File: src/rtl/seq_mult_ctrl.sv
// ---------------------------------------------------------------------------
// seq_mult_ctrl
//   Sequential unsigned shift-add multiplier. A three-process FSM sequences
//   one n-bit adder, an iteration counter and operand/accumulator registers
//   to compute p = a*b over n clock cycles with a start/busy/done handshake.
//
// Parameters
//   n      operand width in bits (n >= 2); product width is 2n
//   cnt_w  iteration counter width; 2^cnt_w must exceed n
//
// Ports
//   clk    in   1     rising-edge clock
//   r      in   1     asynchronous active-high reset
//   start  in   1     request, sampled on clk rising edge while busy=0
//   a      in   n     multiplicand, captured on the accepted start edge
//   b      in   n     multiplier, captured on the accepted start edge
//   busy   out  1     high while iterating
//   done   out  1     one-cycle pulse; p valid
//   p      out  2n    product, held until the next accepted start
//
// Optional feature
//   SEQ_MULT_ZERO_SKIP_EN: when defined, an accepted start with a zero
//   operand goes straight to DONE with p=0 (1-cycle latency, busy stays 0).
// ---------------------------------------------------------------------------
module seq_mult_ctrl #(
   parameter int n     = 4,
   parameter int cnt_w = 3
) (
   input  logic           clk,
   input  logic           r,
   input  logic           start,
   input  logic [n-1:0]   a,
   input  logic [n-1:0]   b,
   output logic           busy,
   output logic           done,
   output logic [2*n-1:0] p
);

   typedef enum logic [1:0] {
      IDLE = 2'd0,
      CALC = 2'd1,
      DONE = 2'd2
   } state_t;

   state_t           state;
   state_t           state_nxt;

   logic [n-1:0]     mcand;
   logic [n-1:0]     hi;
   logic [n-1:0]     lo;
   logic [cnt_w-1:0] cnt;
   logic [n:0]       sum;
   logic             accept;
   logic             skip;
   logic             last_iter;

   // start is only honoured outside CALC; requests during CALC are dropped
   always_comb begin
      accept    = start && ((state == IDLE) || (state == DONE));
      last_iter = (cnt == cnt_w'(n - 1));
`ifdef SEQ_MULT_ZERO_SKIP_EN
      skip      = accept && ((a == '0) || (b == '0));
`else
      skip      = 1'b0;
`endif
      // n+1 bit partial sum keeps the adder carry for the shift
      sum = lo[0] ? ({1'b0, hi} + {1'b0, mcand}) : {1'b0, hi};
   end

   // state register
   always_ff @(posedge clk or posedge r) begin
      if (r) state <= IDLE;
      else   state <= state_nxt;
   end

   // next-state logic
   always_comb begin
      state_nxt = state;
      case (state)
         IDLE, DONE: begin
            if (accept) state_nxt = skip ? DONE : CALC;
            else        state_nxt = IDLE;
         end
         CALC: begin
            if (last_iter) state_nxt = DONE;
         end
         default: state_nxt = IDLE;
      endcase
   end

   // outputs decoded from state
   always_comb begin
      busy = (state == CALC);
      done = (state == DONE);
   end

   // datapath: operand capture, shift-add iteration, product latch
   always_ff @(posedge clk or posedge r) begin
      if (r) begin
         mcand <= '0;
         hi    <= '0;
         lo    <= '0;
         cnt   <= '0;
         p     <= '0;
      end else if (accept) begin
         mcand <= a;
         hi    <= '0;
         lo    <= b;
         cnt   <= '0;
         if (skip) p <= '0;
      end else if (state == CALC) begin
         // {hi,lo} <= {sum,lo} >> 1
         hi <= sum[n:1];
         lo <= {sum[0], lo[n-1:1]};
         if (last_iter) p   <= {sum, lo[n-1:1]};
         else           cnt <= cnt + cnt_w'(1);
      end
   end

endmodule

File: config.mk
export PLATFORM = sky130hd
export DESIGN_NAME = seq_mult_ctrl
export DESIGN_NICKNAME = d
export VERILOG_FILES = /design/src/rtl/seq_mult_ctrl.sv
export SDC_FILE = /design/constraint.sdc
export NUM_CORES = 1
export LEC_CHECK = 0
export BUFFER_PORTS_ARGS = -buffer_cell sky130_fd_sc_hd__buf_2
export CAP_MARGIN = 40
export CORE_ASPECT_RATIO = 1.75
export CORE_UTILIZATION = 30
export CTS_CLUSTER_SIZE = 30
export DETAILED_ROUTE_END_ITERATION = 10
export GPL_ROUTABILITY_DRIVEN = 0
export PLACE_DENSITY = 0.46
export SYNTH_ARGS = -nofsm -noshare
export SYNTH_HDL_FRONTEND = slang
export SYNTH_SLANG_ARGS = --single-unit
File: constraint.sdc
create_clock -name clk -period 3.4 [get_ports clk]
set_input_delay 0.51 -clock clk [delete_from_list [all_inputs] [get_ports clk]]
set_output_delay 0.51 -clock clk [all_outputs]
set_load 0.02 [all_outputs]
==> tab_implementation.tex <==
\begin{tabular}{lr}
\hline
Metric & Value \\
\hline
\multicolumn{2}{l}{\textbf{Clocking}} \\
Worst skew pair latency & 270 ps \\
Number of buffers inserted during clock tree synthesis & 3 \\
Clock-pin slew of the registers on the worst-case setup and hold paths & 90 ps \\
Buffer depth of the longest clock path & 2 \\
Number of H-tree levels & 1 \\
Post-CTS Setup Repair Bufs & 0 \\
Buffer type at the clock tree root & sky130\_fd\_sc\_hd\_\_clkbuf\_8 \\
Hold buffers post-CTS & 0 \\
Post-CTS sizing & 0 \\
CTS sink count & 25 \\
Clock tree from TritonCTS & yes \\
\multicolumn{2}{l}{\textbf{Timing}} \\
Count of endpoints failing hold in the final timing report & 0 \\
Period utilization & 50.4\% \\
Worst slew margin relative to its limit & 67.6\% \\
Max-slew violation count & 0 \\
Total Negative Setup Slacks & 0 ps \\
Least-Margin Pin Slew & 486 ps \\
Fin Clk Skew & 3.95 ps \\
Period minus WS final & 1710 ps \\
RSZ-0062 raised after global routing & false \\
Highest Clock Rate & 583 MHz \\
Number of failing setup endpoints in the final timing report & 0 \\
Tightest hold margin & 244 ps \\
\multicolumn{2}{l}{\textbf{Pwr}} \\
Leakage & 0.000726 uW \\
Power density cells & 899 nW/um\^{}2 \\
Share of power burned in the clock network & 14.1\% \\
Maximum vdd drop & 0.394 mV \\
Net switching power figure & 518 uW \\
Fraction of power consumed by sequential logic & 41.7\% \\
Switching portion of total power & 41.4\% \\
Tot Pwr & 1250 uW \\
Internal cell power & 734 uW \\
Combinational power share & 44.2\% \\
\multicolumn{2}{l}{\textbf{Cells and area}} \\
Share of layout cells above drive strength 1 & 26.1\% \\
Nets & 153 \\
Area Growth Syn to Fin & 18.2\% \\
Count of fill cells added during filler insertion & 398 \\
Antenna cell count & 0 \\
\multicolumn{2}{l}{\textbf{Global route}} \\
Number of antenna violations at the first check in global routing & 0 \\
Largest net degree at the start of global routing & 17 \\
Wire length of the first global-routing pass & 3920 microns \\
Global-route usage over all layers & 12.7\% \\
Grt total ovfl & 0 \\
Number of global-route vias before repair & 899 \\
\multicolumn{2}{l}{\textbf{Worst setup path}} \\
Ordered cell list for the critical path & ha\_1 > and3\_1 > or3\_1 > a31oi\_1 > o21ai\_0 \\
Worst-case reg-to-reg path depth & 5 \\
CP delay by family, top & simple AND/OR/NAND/NOR gates \\
CP Launch Type & flip-flop \\
Setup Crit Path Kind & reg -> reg \\
Maximum single-stage delay on the critical path & 450 ps \\
Critical path required time & 3550 ps \\
Critical path depth in cells & 5 \\
Cell with the largest stage delay on the worst path & sky130\_fd\_sc\_hd\_\_dfrtp\_1 \\
Buf/Inv on CP & 0 \\
CP arrival & 1870 ps \\
Nature of the critical path endpoint & flip-flop \\
Peak fanout along the critical path & 3 \\
\multicolumn{2}{l}{\textbf{Yosys}} \\
Number of enable flip-flop cells after synthesis & 0 \\
Library cell with the largest summed area after synthesis & sky130\_fd\_sc\_hd\_\_dfrtp\_1 \\
Share of the synthesized area in the top cell type & 53.1\% \\
Most common cell in the synthesized netlist & sky130\_fd\_sc\_hd\_\_nand2\_1 \\
Most area-consuming cells after synthesis & sky130\_fd\_sc\_hd\_\_dfrtp\_1 (53\%), sky130\_fd\_sc\_hd\_\_nand2\_1 (8.9\%), sky130\_fd\_sc\_hd\_\_ha\_1 (6.4\%) \\
Yosys warning total & 0 \\
Sequential cell area fraction in the yosys report & 53.1\% \\
Number of distinct library cells after synthesis & 29 \\
Main synth FF type & sky130\_fd\_sc\_hd\_\_dfrtp\_1 \\
Synthesized cell area & 1180 sq um \\
Post-synthesis register bit count & 25 \\
Cell types with the highest counts after synthesis & sky130\_fd\_sc\_hd\_\_nand2\_1 (28), sky130\_fd\_sc\_hd\_\_dfrtp\_1 (25), sky130\_fd\_sc\_hd\_\_o21ai\_0 (13) \\
Average cell area after synthesis & 10.5 sq um \\
Nets in the synthesized netlist & 130 \\
Async set-or-reset flop fraction in the synthesized netlist & 100\% \\
Cell count after synthesis & 112 \\
\multicolumn{2}{l}{\textbf{Route}} \\
Count of routing violations after the opening detailed-route iteration & 8 \\
Avg WL per Cell & 13.2 microns \\
Post-route ant nets & 0 \\
Total DRC errors in the routed layout & 0 \\
Vias after detailed routing & 843 \\
Detailed-route vias per instance & 4.68 \\
Overall routed net length & 2380 microns \\
First-pass iteration count of the detailed router & 4 \\
\multicolumn{2}{l}{\textbf{Floorplanning}} \\
\# rows & 29 \\
Io pins & 21 \\
Area of the core region & 3700 sq um \\
Die Span X & 49.4 microns \\
Die ar. & 4190 sq um \\
Initial cell density of the core & 31.8\% \\
Floorplan die height & 84.9 microns \\
\multicolumn{2}{l}{\textbf{Run status}} \\
Run status & completed \\
\multicolumn{2}{l}{\textbf{Run}} \\
Max\_cap viols & 0 \\
\multicolumn{2}{l}{\textbf{Placed design}} \\
Port Buf Inserts & 20 \\
Estimated wirelength of the detail-placed design & 1820 microns \\
\multicolumn{2}{l}{\textbf{Worst hold path}} \\
Worst min-delay path category & in -> async \\
\hline
\end{tabular}
## cell families after synthesis
family | count (synthesis) | share of synthesized area (%)
simple gates | 42 | 16.9
flops | 25 | 53.1
compound gates | 21 | 10.5
buf+inv | 9 | 4.14
fa+ha+maj | 7 | 8.07
mux | 6 | 5.84
xor+xnor | 2 | 1.49
## worst paths after layout
kind                                from  endpoint  slack (ps)
worst max-delay path            mcand[1]     hi[2]        1690
worst min-delay path                   r    cnt[2]         240
worst max register to register  mcand[1]     hi[2]        1690
worst min register to register      p[4]      p[4]         490
max in group asynchronous              r     hi[0]        2710
min in group clk                    a[1]  mcand[1]         430
## power groups by stage
stage	Clock, uW	Combinational, uW	Sequential, uW
3_3_place_gp	0	554	524
6_report	176	553	523
3_5_place_dp	0	563	531
4_1_cts	185	569	523
5_1_grt	193	640	537
2_1_floorplan	0	394	541
## metal layers
metal	part of all wire (%)	routed length [microns]	GRT usage, %
met2	53	1270	22.7
met3	2.7	65	1.61
met5	0	0	0
met4	4.0	96	9.09
met1	40	945	13.3
## registers in the layout (all words and copies together), names as in the netlist
name,count
hi,4
mcand,4
p,8
lo,4
cnt,3
state,2
## through the flow
step	util [%]	instances	worst slack, ps	instance area [sq um]
floorplan	-	112	1820	1180
global placement	35.6	175	1720	1320
detailed placement	36.4	176	1710	1350
CTS	37.6	180	1680	1390
global route	37.6	180	1580	1390
finish	37.6	180	1690	1390
## placed cells by master (no fill, tap or decap), drive strengths merged
| cell | n |
|---|---|
| nor2b | 3 |
| xor2 | 1 |
| mux2i | 2 |
| a21oi | 1 |
| clkbuf | 3 |
| nand2b | 3 |
| nand3 | 3 |
| xnor2 | 1 |
| nor2 | 2 |
| a22oi | 4 |
| or3 | 1 |
| ha | 6 |
| fa | 1 |
| nand2 | 29 |
| inv | 4 |
| mux2 | 4 |
| and3 | 1 |
| o21ai | 13 |
| dfrtp | 25 |
| a21o | 1 |
| a22o | 1 |
| buf | 22 |
| clkinv | 2 |
| a31oi | 1 |
## area by class of cell
class / count / area [sq um] / area share [%]
clock buffers: 3 / 41.3 / 2.96
clock inverters: 1 / 5.00 / 0.359
inverters: 5 / 23.8 / 1.71
multi-input cells: 78 / 504 / 36.2
flip-flops and latches: 25 / 626 / 44.9
well taps: 46 / 57.6 / 4.13
repair buffers: 22 / 135 / 9.70
Power figures use the tool's default switching activity.
